## config.mk

```make
export PLATFORM = sky130hd
export DESIGN_NAME = s_to_p_rx_flat
export DESIGN_NICKNAME = d
export VERILOG_FILES = /design/src/rtl/s_to_p_rx_if.sv /design/src/rtl/s_to_p_rx.sv /design/src/flat_wrapper.sv
export SDC_FILE = /design/constraint.sdc
export NUM_CORES = 1
export LEC_CHECK = 0
export CORE_UTILIZATION = 25
export CTS_BUF_LIST = sky130_fd_sc_hd__clkbuf_4
export DETAILED_ROUTE_END_ITERATION = 10
export PLACE_DENSITY = 0.55
export SYNTH_ARGS = -nofsm -noshare
export SYNTH_HDL_FRONTEND = slang
export SYNTH_SLANG_ARGS = --single-unit
```

## constraint.sdc

```tcl
create_clock -name clk_in -period 3.24 [get_ports clk_in]
set_clock_uncertainty 0.05 [all_clocks]
set_input_delay 0.81 -clock clk_in [delete_from_list [all_inputs] [get_ports clk_in]]
set_output_delay 0.81 -clock clk_in [all_outputs]
set_load 0.05 [all_outputs]
```

## src/rtl/s_to_p_rx_if.sv

```systemverilog
// rtl/s_to_p_rx_if.sv - serial lanes in, reassembled words out, valid/ready handshake
interface s_to_p_rx_if #(
    parameter int BITS_TO_RECEIVE = 7
);
    logic                       ss_valid;
    logic                       ss_Flip;
    logic                       ss_Rotate;
    logic                       ss_Polarity;
    logic                       ll_ready;
    logic                       ll_valid;
    logic [BITS_TO_RECEIVE-1:0] ll_Flip;
    logic [BITS_TO_RECEIVE-1:0] ll_Rotate;
    logic [BITS_TO_RECEIVE-1:0] ll_Polarity;

    modport master (
        output ss_valid, ss_Flip, ss_Rotate, ss_Polarity, ll_ready,
        input  ll_valid, ll_Flip, ll_Rotate, ll_Polarity
    );

    modport slave (
        input  ss_valid, ss_Flip, ss_Rotate, ss_Polarity, ll_ready,
        output ll_valid, ll_Flip, ll_Rotate, ll_Polarity
    );
endinterface

```

## src/rtl/s_to_p_rx.sv

```systemverilog
// rtl/s_to_p_rx.sv - three-lane serial-to-parallel receiver, optional STOP_RX_FRAME_CNT_EN frame counter
module s_to_p_rx #(
    parameter int BITS_TO_RECEIVE = 7,
    parameter int CNT_W           = 3
) (
    input  logic        clk_in,
    input  logic        rst,
    s_to_p_rx_if.slave  bus,
    output logic        frame_err,
    output logic        overrun
`ifdef STOP_RX_FRAME_CNT_EN
    ,
    output logic [15:0] frame_cnt
`endif
);
    typedef enum logic {IDLE, SHIFT} state_t;

    localparam logic [CNT_W-1:0] LAST = CNT_W'(BITS_TO_RECEIVE - 1);

    state_t                     state;
    logic [CNT_W-1:0]           cnt;
    logic [BITS_TO_RECEIVE-1:0] sh_f, sh_r, sh_p;
    logic [BITS_TO_RECEIVE-1:0] word_f, word_r, word_p;

    // Shift contents with the current lane bit merged in at position cnt.
    always_comb begin
        word_f      = sh_f;
        word_r      = sh_r;
        word_p      = sh_p;
        word_f[cnt] = bus.ss_Flip;
        word_r[cnt] = bus.ss_Rotate;
        word_p[cnt] = bus.ss_Polarity;
    end

    always_ff @(posedge clk_in) begin
        if (rst) begin
            state           <= IDLE;
            cnt             <= '0;
            sh_f            <= '0;
            sh_r            <= '0;
            sh_p            <= '0;
            bus.ll_valid    <= 1'b0;
            bus.ll_Flip     <= '0;
            bus.ll_Rotate   <= '0;
            bus.ll_Polarity <= '0;
            frame_err       <= 1'b0;
            overrun         <= 1'b0;
`ifdef STOP_RX_FRAME_CNT_EN
            frame_cnt       <= '0;
`endif
        end else begin
            frame_err <= 1'b0;
            if (bus.ll_valid && bus.ll_ready)
                bus.ll_valid <= 1'b0;

            case (state)
                IDLE: begin
                    if (bus.ss_valid) begin
                        // Upper bits cleared so a previously aborted frame leaves nothing behind.
                        sh_f  <= {{(BITS_TO_RECEIVE-1){1'b0}}, bus.ss_Flip};
                        sh_r  <= {{(BITS_TO_RECEIVE-1){1'b0}}, bus.ss_Rotate};
                        sh_p  <= {{(BITS_TO_RECEIVE-1){1'b0}}, bus.ss_Polarity};
                        cnt   <= CNT_W'(1);
                        state <= SHIFT;
                    end
                end
                SHIFT: begin
                    if (!bus.ss_valid) begin
                        frame_err <= 1'b1;
                        cnt       <= '0;
                        state     <= IDLE;
                    end else if (cnt == LAST) begin
                        cnt   <= '0;
                        state <= IDLE;
                        if (!bus.ll_valid || bus.ll_ready) begin
                            bus.ll_Flip     <= word_f;
                            bus.ll_Rotate   <= word_r;
                            bus.ll_Polarity <= word_p;
                            bus.ll_valid    <= 1'b1;
`ifdef STOP_RX_FRAME_CNT_EN
                            frame_cnt       <= frame_cnt + 16'd1;
`endif
                        end else begin
                            overrun <= 1'b1;
                        end
                    end else begin
                        sh_f <= word_f;
                        sh_r <= word_r;
                        sh_p <= word_p;
                        cnt  <= cnt + CNT_W'(1);
                    end
                end
                default: state <= IDLE;
            endcase
        end
    end
endmodule

```

## src/flat_wrapper.sv

```systemverilog
// flat-port wrapper written by rule: the top's interface ports become plain ports
module s_to_p_rx_flat 
#(
    parameter int BITS_TO_RECEIVE = 7,
    parameter int CNT_W           = 3
)
  (clk_in, rst, frame_err, overrun, bus_ss_valid, bus_ss_Flip, bus_ss_Rotate, bus_ss_Polarity, bus_ll_ready, bus_ll_valid, bus_ll_Flip, bus_ll_Rotate, bus_ll_Polarity);
  s_to_p_rx_if #(.BITS_TO_RECEIVE(BITS_TO_RECEIVE)) bus_i ();
  input  logic clk_in;
  input  logic rst;
  output logic frame_err;
  output logic overrun;
  input wire logic [$bits(bus_i.ss_valid)-1:0] bus_ss_valid;
  input wire logic [$bits(bus_i.ss_Flip)-1:0] bus_ss_Flip;
  input wire logic [$bits(bus_i.ss_Rotate)-1:0] bus_ss_Rotate;
  input wire logic [$bits(bus_i.ss_Polarity)-1:0] bus_ss_Polarity;
  input wire logic [$bits(bus_i.ll_ready)-1:0] bus_ll_ready;
  output wire logic [$bits(bus_i.ll_valid)-1:0] bus_ll_valid;
  output wire logic [$bits(bus_i.ll_Flip)-1:0] bus_ll_Flip;
  output wire logic [$bits(bus_i.ll_Rotate)-1:0] bus_ll_Rotate;
  output wire logic [$bits(bus_i.ll_Polarity)-1:0] bus_ll_Polarity;
  assign bus_i.ss_valid = bus_ss_valid;
  assign bus_i.ss_Flip = bus_ss_Flip;
  assign bus_i.ss_Rotate = bus_ss_Rotate;
  assign bus_i.ss_Polarity = bus_ss_Polarity;
  assign bus_i.ll_ready = bus_ll_ready;
  assign bus_ll_valid = bus_i.ll_valid;
  assign bus_ll_Flip = bus_i.ll_Flip;
  assign bus_ll_Rotate = bus_i.ll_Rotate;
  assign bus_ll_Polarity = bus_i.ll_Polarity;
  s_to_p_rx #(.BITS_TO_RECEIVE(BITS_TO_RECEIVE), .CNT_W(CNT_W)) u_core (.clk_in(clk_in), .rst(rst), .bus(bus_i), .frame_err(frame_err), .overrun(overrun));
endmodule
```

==> flow_metrics.env, run 1 <==
export IMPL_grt_overflow_total=0
export IMPL_start_util_pct=25.9
export IMPL_rows=32
export IMPL_ys_types=29
export IMPL_fin_total_pwr_w=0.000913
export IMPL_synthCells=191
export IMPL_crit_buf_inv=1
export IMPL_holdWs_ns=0.430
export IMPL_leakage_nw=0.796
export IMPL_rsz0062_at_grt="no"
export IMPL_hpwl_um=3140
export IMPL_fin_crit_sh_pct=73.9
export IMPL_die_x_um=91.7
export IMPL_fin_nets=222
export IMPL_hold_viol_final=0
export IMPL_synth_cell_area_mm2=0.00201
export IMPL_crit_fanout=2
export IMPL_fmaxAchievable_mhz=417
export IMPL_wl_per_cell_um=15.4
export IMPL_final_util_pct=31.5
export IMPL_critPathTopFamily="buffers and inverters"
export IMPL_grt_pass1_vias=1588
export IMPL_grt_max_degree=36
export IMPL_fin_ws_ns=0.844
export IMPL_vias=1571
export IMPL_relSlewSlack_pct=48.2
export IMPL_hold_path_depth=1
export IMPL_cts_max_level=2
export IMPL_fp_dieArea_mm2=0.00841
export IMPL_crit_cells=1
export IMPL_powerDensity_mw_per_mm2=373
export IMPL_avgSynthCellArea_um2=10.5
export IMPL_viasPerCell=4.94
export IMPL_clock_latency_ns=0.36
export IMPL_cp_arrival_ns=1.54
export IMPL_cts_sinks=46
export IMPL_grt_use_total_pct=12.7
export IMPL_boundaryPins=31
export IMPL_core_area_mm2=0.00777
export IMPL_end_kind="output pin"
export IMPL_drtAntennaViolNets=0
export IMPL_antenna_found_initial=0
export IMPL_fillers=832
export IMPL_cts_tree="yes"
export IMPL_cp_start_kind="flop"
export IMPL_cts_root_buffer="clkbuf_4"
export IMPL_seq_area_frac_synth_pct=45.8
export IMPL_path_clk_slew_ns=0.13
export IMPL_gp_congestion=0.713
export IMPL_cp_required_ns=2.38
export IMPL_drive_above_1_share_pct=13.4
export IMPL_ir_drop_v=0.000122
export IMPL_cp_slowest_cell="clkdlybuf4s50_1"
export IMPL_post_cts_buffers=0
export IMPL_dr_first_iter_drc_count=85
export IMPL_drc=0
export IMPL_clock_path_buffers=2
export IMPL_antenna_cells=0
export IMPL_wirelength_um=4900
export IMPL_cts_resized=0
export IMPL_area_growth_pct=21.6
export IMPL_grtUsageMet2_pct=19.4
export IMPL_port_buffers=30
export IMPL_cts_buffers=5
export IMPL_drv_slew=0
export IMPL_grt_pass1_wl_um=8400
export IMPL_reg2reg_depth=3
export IMPL_worst_slew_pin_slew_ns=0.777
export IMPL_ys_ff_latch=46
export IMPL_status="complete, no violations"
export IMPL_syn_nets=198
export IMPL_path_class="flop to output pin"
export IMPL_dr_pass1_iters=4
export IMPL_busiest_layer="met2"
export IMPL_yosys_warnings=0
export IMPL_die_h_um=91.7
export IMPL_setup_viol=0
export IMPL_cts_hold_buf=0
export IMPL_fin_setup_tns_ns=0
export IMPL_crit_path_max_incr_delay_ns=0.81
export IMPL_pre_cts_ws_ns=0.502
export IMPL_crit_chain="clkdlybuf4s50_1"
export IMPL_maxCapViolCount=0
export IMPL_period_minus_slack_ns=2.40
export IMPL_grtUsageMet1_pct=17.8
export IMPL_globalRouteMet3Util_pct=3.07
export IMPL_hold_class="flop to flop"
## layout by cell type (no fill, tap or decap)
| cell type | Yosys | layout |
|---|---|---|
| clkdlybuf4s50_1 | 0 | 30 |
| clkbuf_4 | 0 | 5 |
| nand4b_1 | 1 | 1 |
| o2bb2ai_1 | 5 | 5 |
| clkinv_1 | 0 | 1 |
| nand2b_1 | 8 | 8 |
| nor2_1 | 6 | 6 |
| nand4_1 | 3 | 3 |
| a21oi_1 | 8 | 8 |
| o21a_1 | 1 | 1 |
| nor3b_2 | 3 | 3 |
| nor4bb_1 | 1 | 1 |
| nor3_1 | 2 | 2 |
| nor2b_1 | 1 | 1 |
| a211oi_1 | 18 | 18 |
| dfxtp_1 | 46 | 46 |
| and3b_1 | 2 | 2 |
| o2bb2ai_2 | 10 | 10 |
| a31oi_1 | 19 | 19 |
| or3_1 | 1 | 1 |
| nand3b_1 | 3 | 3 |
| o21ai_0 | 2 | 2 |
| buf_4 | 2 | 7 |
| nand2_1 | 3 | 3 |
| inv_1 | 1 | 1 |
| nor3_2 | 2 | 2 |
| mux2i_1 | 21 | 21 |
| o31ai_1 | 3 | 3 |
| clkinvlp_4 | 0 | 1 |
| clkinv_2 | 0 | 1 |
| and2_1 | 1 | 1 |
## layer usage
metal	part of all wire, %	wire [um]
met4	0.96	47
met1	52	2540
met5	0	0
met2	44	2180
met3	2.7	134
## cell type report
| type | instances | area, um^2 | area share, % |
|---|---|---|---|
| Multi-Input combinational cell | 124 | 986 | 40.3 |
| Sequential cell | 46 | 921 | 37.7 |
| Timing Repair Buffer | 37 | 353 | 14.4 |
| Tap cell | 102 | 128 | 5.22 |
| Clock buffer | 5 | 37.5 | 1.54 |
| Clock inverter | 3 | 16.3 | 0.665 |
| Inverter | 1 | 3.75 | 0.154 |
## synthesized netlist by cell type
cell type,n,area [um^2]
nand4_1,3,18.8
a21oi_1,8,40.0
nand3b_1,3,22.5
o21a_1,1,7.51
nor2_1,6,22.5
nor3b_2,3,37.5
inv_1,1,3.75
clkbuf_1,9,33.8
buf_2,8,40.0
nand4b_1,1,8.76
nand2_1,3,11.3
or3_1,1,6.26
dfxtp_1,46,921
buf_4,2,15.0
o2bb2ai_2,10,150
o21ai_0,2,10.0
o2bb2ai_1,5,43.8
and2_1,1,6.26
nor3_1,2,10.0
a31oi_1,19,119
o31ai_1,3,22.5
nor3_2,2,20.0
buf_6,1,11.3
and3b_1,2,17.5
nor2b_1,1,6.26
mux2i_1,21,210
nor4bb_1,1,10.0
a211oi_1,18,135
nand2b_1,8,50.1
## path summary, 6_finish.rpt
path	from	to	slack (ns)
hold reg to reg	u_core.sh_r[5]$_SDFFE_PP0P_	u_core.sh_r[5]$_SDFFE_PP0P_	0.43
hold / removal	u_core.sh_r[5]$_SDFFE_PP0P_	u_core.sh_r[5]$_SDFFE_PP0P_	0.43
setup reg to reg	u_core.cnt[0]$_SDFFE_PP0P_	u_core.sh_r[2]$_SDFFE_PP0P_	1.32
setup / recovery	u_core.bus.ll_Rotate[4]$_SDFFE_PP0P_	bus_ll_Rotate[4]	0.84
## registers in the layout (all words and copies together), names as in the netlist, 3 cells and up
name	cells
u_core.sh_r	6
u_core.sh_p	6
u_core.bus.ll_Polarity	7
u_core.bus.ll_Flip	7
u_core.cnt	3
u_core.sh_f	6
u_core.bus.ll_Rotate	7
## metrics by stage
stage | area [um^2] | cells
final | 2440 | 318
after global routing | 2440 | 318
after CTS | 2440 | 318
after detailed placement | 2390 | 310
after global placement | 2390 | 310
after floorplan | 2010 | 191
## report_power, final
part	switching [W]	leakage (nW)	internal, W
clock network	0.000190	0.0286	0.0000811
logic	0.0000390	0.396	0.0000250
registers	0.00000696	0.372	0.000571
## cell families after synthesis
logic type             count (synthesis)  share of synthesized area (%)
AOI/OAI and AO/OA                     66                           26.3
muxes                                 21                           10.5
buffers and inverters                 21                           5.16
and+or+nand+nor                       37                           12.3
DFF                                   46                           45.8
No activity file was read; power rests on OpenSTA's default activity.
==> run 2: changes to the inputs <==
--- a/config.mk
+++ b/config.mk
@@ -8,7 +8,7 @@
 export CORE_UTILIZATION = 25
 export CTS_BUF_LIST = sky130_fd_sc_hd__clkbuf_4
 export DETAILED_ROUTE_END_ITERATION = 10
-export PLACE_DENSITY = 0.55
+export PLACE_DENSITY = 0.57
 export SYNTH_ARGS = -nofsm -noshare
 export SYNTH_HDL_FRONTEND = slang
 export SYNTH_SLANG_ARGS = --single-unit
==> constraint.sdc (replaced) <==
create_clock -name clk_in -period 2.05 [get_ports clk_in]
set_clock_uncertainty 0.05 [all_clocks]
set_input_delay 0.5125 -clock clk_in [delete_from_list [all_inputs] [get_ports clk_in]]
set_output_delay 0.5125 -clock clk_in [all_outputs]
set_load 0.05 [all_outputs]
==> run 2 against run 1 <==
Sequential power up 58%. Sequential share of layout area down 1.1 points. Die area unchanged. Global-route usage down 0.082 points. Design area up 2.9%. Critical path depth up 3. Non-clock buffer count up 7. Count of clock-buffer cells in the layout up 1. Critical path type is now flop to flop. Clock power up 110%. Combinational power up 78%. Largest power group unchanged. Power up 75%. Utilization up 0.92 points.
==> flow_metrics.env, run 2 (synthesis gave the netlist of run 1 again) <==
export IMPL_status="complete, no violations"
export IMPL_drive_above_1_share_pct=27.4
export IMPL_hpwl_um=3380
export IMPL_grt_overflow_total=0
export IMPL_path_clk_slew_ns=0.14
export IMPL_reg2reg_from="u_core.cnt[0]$_SDFFE_PP0P_"
export IMPL_leakage_nw=0.912
export IMPL_fillers=816
export IMPL_cp_required_ns=2.31
export IMPL_powerDensity_mw_per_mm2=636
export IMPL_cts_hold_buf=0
export IMPL_clock_latency_ns=0.37
export IMPL_holdPathEnd="u_core.sh_r[2]$_SDFFE_PP0P_"
export IMPL_placed_area_mm2=0.00243
export IMPL_relSlewSlack_pct=70.3
export IMPL_cp_arrival_ns=1.95
export IMPL_ir_drop_v=0.000309
export IMPL_core_area_mm2=0.00777
export IMPL_die_h_um=91.7
export IMPL_top_regs="u_core.bus.ll_Flip: 7 flops, u_core.bus.ll_Polarity: 7 flops, u_core.bus.ll_Rotate: 7 flops"
export IMPL_rsz0062_at_grt="no"
export IMPL_rrSetupSlack_ns=0.35
export IMPL_cp_slowest_cell="dfxtp_1"
export IMPL_antenna_found_initial=0
export IMPL_hold_path_depth=1
export IMPL_gp_congestion=0.731
export IMPL_vias=1565
export IMPL_cts_buffers=5
export IMPL_crit_path_max_incr_delay_ns=0.62
export IMPL_wirelength_um=5000
export IMPL_fmaxAchievable_mhz=590
export IMPL_regArea_um2=921
export IMPL_post_cts_buffers=0
export IMPL_grt_max_degree=25
export IMPL_antenna_cells=0
export IMPL_maxCapViolCount=0
export IMPL_dr_pass1_iters=4
export IMPL_port_buffers=30
export IMPL_period_minus_slack_ns=1.70
export IMPL_grt_use_total_pct=12.6
export IMPL_path_class="flop to flop"
export IMPL_fin_nets=229
export IMPL_grt_pass1_vias=1535
export IMPL_die_x_um=91.7
export IMPL_cts_root_buffer="clkbuf_4"
export IMPL_fin_ws_ns=0.354
export IMPL_final_design_area_no_fill_mm2=0.00252
export IMPL_mostFrequentLayoutCells="dfxtp_1 (46), buf_4 (34), mux2i_1 (21), a31oi_1 (19), a211oi_1 (18)"
export IMPL_grt_pass1_wl_um=8140
export IMPL_end_kind="flop"
export IMPL_dr_first_iter_drc_count=57
export IMPL_start_util_pct=25.9
export IMPL_area_growth_pct=25.1
export IMPL_cp_start_kind="flop"
export IMPL_hp_start="u_core.sh_r[2]$_SDFFE_PP0P_"
export IMPL_fin_setup_tns_ns=0
export IMPL_crit_chain="and3b_1 -> or3_1 -> buf_12 -> o2bb2ai_1"
export IMPL_r2r_end="u_core.sh_r[1]$_SDFFE_PP0P_"
export IMPL_wl_per_cell_um=15.4
export IMPL_fp_dieArea_mm2=0.00841
export IMPL_cts_max_level=2
export IMPL_cts_resized=0
export IMPL_fin_crit_sh_pct=82.7
export IMPL_worst_slew_pin_slew_ns=0.445
export IMPL_multiInputGateArea_um2=986
export IMPL_hold_class="flop to flop"
export IMPL_pre_cts_ws_ns=0.125
export IMPL_drtAntennaViolNets=0
export IMPL_drc=0
export IMPL_viasPerCell=4.82
export IMPL_drv_slew=0
export IMPL_reg2reg_depth=4
export IMPL_crit_fanout=15
export IMPL_clock_path_buffers=2
export IMPL_layout_commonest_cell="dfxtp_1"
export IMPL_boundaryPins=31
export IMPL_hold_viol_final=0
export IMPL_cts_sinks=46
export IMPL_setup_viol=0
export IMPL_rows=32
export IMPL_cts_tree="yes"
## run 2: critical path: cells and delay by family (launching register included)
family          cells  cell delay [ns]
flops               1             0.62
buf+inv             1             0.18
compound gates      1             0.14
simple gates        2             0.65
## run 2: per-layer routing
layer  part of all wire (%)  track usage [%]  up-vias
met2                     45             19.7       33
met5                      0                0        -
met4                    1.3             3.97        0
met1                     49             16.8      736
li1                       -                -      790
met3                    4.7             3.40        6
## run 2: per-stage QoR
stage | total power (W) | hold slack [ns] | std cells | util [%]
5_1_grt | 0.00166 | 0.440 | 325 | 32.4
3_3_place_gp | 0.00105 | 0.395 | 317 | 31.3
6_report | 0.00160 | 0.429 | 325 | 32.4
4_1_cts | 0.00162 | 0.432 | 325 | 32.4
3_5_place_dp | 0.00105 | 0.397 | 317 | 31.3
2_1_floorplan | 0.000999 | 0.382 | 191 | -
## run 2: area by class of cell
cell class                      count  share of cell area, %
Multi-Input combinational cell    124                   39.2
Timing Repair Buffer               44                   15.7
Sequential cell                    46                   36.6
Tap cell                          102                   5.07
Inverter                            1                  0.149
Clock buffer                        6                   1.79
Clock inverter                      2                   1.49
## run 2: how the worst max path moves through the flow
stage	end	slack [ns]	depth (start not counted)	startpoint
after floorplan	u_core.bus.ll_Flip[1]$_SDFFE_PP0P_	0.42	4	u_core.bus.ll_valid$_SDFF_PP0_
after global placement	u_core.sh_r[1]$_SDFFE_PP0P_	0.15	5	bus_ss_valid
after detailed placement	u_core.sh_r[3]$_SDFFE_PP0P_	0.13	5	bus_ss_valid
after CTS	u_core.sh_r[5]$_SDFFE_PP0P_	0.35	4	u_core.cnt[0]$_SDFFE_PP0P_
after global routing	u_core.sh_r[3]$_SDFFE_PP0P_	0.22	4	u_core.cnt[0]$_SDFFE_PP0P_
final	u_core.sh_r[1]$_SDFFE_PP0P_	0.35	4	u_core.cnt[0]$_SDFFE_PP0P_
## run 2: power by group
part	internal [W]	total (W)	switching (W)	leakage (nW)
registers	0.000902	0.000913	0.0000110	0.372
clock network	0.000271	0.000573	0.000302	0.0419
logic	0.0000503	0.000114	0.0000639	0.499
total	0.00122	0.00160	0.000377	0.912
==> run 3: changes to the inputs <==
==> constraint.sdc (replaced) <==
create_clock -name clk_in -period 1.5 [get_ports clk_in]
set_clock_uncertainty 0.05 [all_clocks]
set_input_delay 0.375 -clock clk_in [delete_from_list [all_inputs] [get_ports clk_in]]
set_output_delay 0.375 -clock clk_in [all_outputs]
set_load 0.05 [all_outputs]
==> run 3 against run 2 <==
Design area is 20% higher. Via count is 6.8% higher. Critical path type unchanged. Utilization up 6.5 points. Sequential cell count unchanged. Highest routed layer unchanged.
==> flow_metrics.env, run 3 (synthesis gave the netlist of run 1 again) <==
export IMPL_hpwl_um=3550
export IMPL_end_kind="flop"
export IMPL_start_util_pct=25.9
export IMPL_hold_viol_final=0
export IMPL_cp_arrival_ns=1.67
export IMPL_holdWs_ns=0.427
export IMPL_area_growth_pct=50.2
export IMPL_grt_pass1_vias=1687
export IMPL_die_x_um=91.7
export IMPL_holdPathEnd="u_core.sh_r[3]$_SDFFE_PP0P_"
export IMPL_mostFrequentLayoutCells="dfxtp_1 (42), buf_4 (31), buf_12 (30), mux2i_1 (19), a31oi_1 (19)"
export IMPL_die_h_um=91.7
export IMPL_cts_root_buffer="clkbuf_4"
export IMPL_powerDensity_mw_per_mm2=671
export IMPL_wirelength_um=5050
export IMPL_rows=32
export IMPL_hold_path_depth=1
export IMPL_fp_dieArea_mm2=0.00841
export IMPL_fin_total_pwr_w=0.00203
export IMPL_relSlewSlack_pct=77.2
export IMPL_cts_max_level=2
export IMPL_path_clk_slew_ns=0.12
export IMPL_reg2reg_from="u_core.cnt[2]$_SDFFE_PP0P_"
export IMPL_cts_buffers=5
export IMPL_top_regs="u_core.bus.ll_Flip: 7 flops, u_core.bus.ll_Polarity: 7 flops, u_core.bus.ll_Rotate: 7 flops"
export IMPL_cts_tree="yes"
export IMPL_path_class="flop to flop"
export IMPL_drv_slew=0
export IMPL_reg2reg_depth=5
export IMPL_cts_sinks=46
export IMPL_fmaxAchievable_mhz=700
export IMPL_grt_use_total_pct=13.3
export IMPL_crit_chain="buf_4 -> nand4b_1 -> a21oi_1 -> buf_12 -> o2bb2ai_1"
export IMPL_period_minus_slack_ns=1.43
export IMPL_boundaryPins=31
export IMPL_core_area_mm2=0.00777
export IMPL_r2r_end="u_core.sh_r[3]$_SDFFE_PP0P_"
export IMPL_cts_hold_buf=0
export IMPL_cp_start_kind="flop"
export IMPL_grt_pass1_wl_um=8670
export IMPL_cp_required_ns=1.75
export IMPL_dr_pass1_iters=4
export IMPL_antenna_cells=0
export IMPL_dr_first_iter_drc_count=59
export IMPL_layout_commonest_cell="dfxtp_1"
export IMPL_grt_max_degree=25
export IMPL_layout_cells_non_filler=348
export IMPL_fin_crit_sh_pct=95.3
export IMPL_crit_path_max_incr_delay_ns=0.43
export IMPL_maxCapViolCount=0
export IMPL_leakage_nw=1.09
export IMPL_hp_start="u_core.sh_r[3]$_SDFFE_PP0P_"
export IMPL_wl_per_cell_um=14.5
export IMPL_antenna_found_initial=0
export IMPL_setup_viol=0
export IMPL_ir_drop_v=0.000272
export IMPL_clock_latency_ns=0.35
export IMPL_crit_fanout=15
export IMPL_port_buffers=30
export IMPL_drc=0
export IMPL_worst_slew_pin_slew_ns=0.341
export IMPL_clock_path_buffers=2
export IMPL_status="complete, no violations"
export IMPL_cp_slowest_cell="dfxtp_2"
export IMPL_gp_congestion=0.775
export IMPL_rrSetupSlack_ns=0.07
export IMPL_grt_overflow_total=0
export IMPL_drtAntennaViolNets=0
export IMPL_vias=1671
export IMPL_hold_class="flop to flop"
export IMPL_fin_nets=253
export IMPL_dp_cells=340
export IMPL_viasPerCell=4.80
export IMPL_drive_above_1_share_pct=37.0
==> run 3: changes by cell type in the layout (fill, tap and decap cells not counted), moves of 2 or more <==
| cell | change |
|---|---|
| buf_12 | +26 |
| buf_4 | -3 |
| dfxtp_2 | +4 |
| dfxtp_1 | -4 |
| mux2i_2 | +2 |
| mux2i_1 | -2 |
==> run 3: repair_timing <==
action	in CTS	in global routing
endpoints found under the setup margin	18	21
setup buffers	0	1
resized for setup	1	8
pin swaps	0	1
endpoints found under the hold margin	0	0
==> run 3: metrics by stage <==
| stage | TNS [ns] | setup slack, ns | utilization [%] | instance area [um^2] |
|---|---|---|---|---|
| after floorplan | 0 | 0.0343 | - | 2010 |
| after global routing | -0.0488 | -0.0240 | 38.9 | 3020 |
| after global placement | -9.65 | -0.279 | 37.8 | 2930 |
| after CTS | 0 | 0.0317 | 38.5 | 2990 |
| final | 0 | 0.0707 | 38.9 | 3020 |
| after detailed placement | -9.53 | -0.289 | 37.8 | 2930 |
==> run 3: worst max path at each step <==
stage	start	to	slack [ns]	cells after the start
5_1_grt	u_core.cnt[2]$_SDFFE_PP0P_	u_core.sh_r[3]$_SDFFE_PP0P_	-0.02	5
4_1_cts	u_core.cnt[1]$_SDFFE_PP0P_	u_core.bus.ll_Rotate[4]$_SDFFE_PP0P_	0.03	5
2_1_floorplan	u_core.cnt[0]$_SDFFE_PP0P_	u_core.sh_f[1]$_SDFFE_PP0P_	0.03	6
3_5_place_dp	bus_ss_valid	u_core.sh_p[4]$_SDFFE_PP0P_	-0.29	5
3_3_place_gp	bus_ss_valid	u_core.sh_r[4]$_SDFFE_PP0P_	-0.28	5
6_report	u_core.cnt[2]$_SDFFE_PP0P_	u_core.sh_r[3]$_SDFFE_PP0P_	0.07	5
==> run 3: cell type report <==
cell class / instances / area (um^2)
clock buffers: 6 / 45.0
clock inverters: 1 / 7.51
fillers: 774 / 4750
flip-flops and latches: 46 / 926
repair buffers: 68 / 908
well taps: 102 / 128
inverters: 1 / 3.75
multi-input cells: 124 / 1000
==> run 3: per-layer routing <==
| layer | up-vias | track usage, % | part of all wire, % |
|---|---|---|---|
| li1 | 836 | - | - |
| met1 | 806 | 17.1 | 49 |
| met2 | 25 | 22.1 | 48 |
| met3 | 4 | 2.57 | 2.4 |
| met4 | 0 | 4.37 | 0.75 |
| met5 | - | 0 | 0 |
==> run 3: worst max-delay path: cells and delay by family (launching register included) <==
| kind | cells | cell delay (ns) |
|---|---|---|
| AND/OR/NAND/NOR | 1 | 0.12 |
| flip-flops | 1 | 0.43 |
| buffers and inverters | 2 | 0.36 |
| AO/OA/AOI/OAI | 2 | 0.40 |
==> run 3: power breakdown <==
group,internal (W),switching (W)
Sequential,0.00123,0.00000850
Clock,0.000194,0.000388
Combinational,0.000101,0.000102
Total,0.00153,0.000498
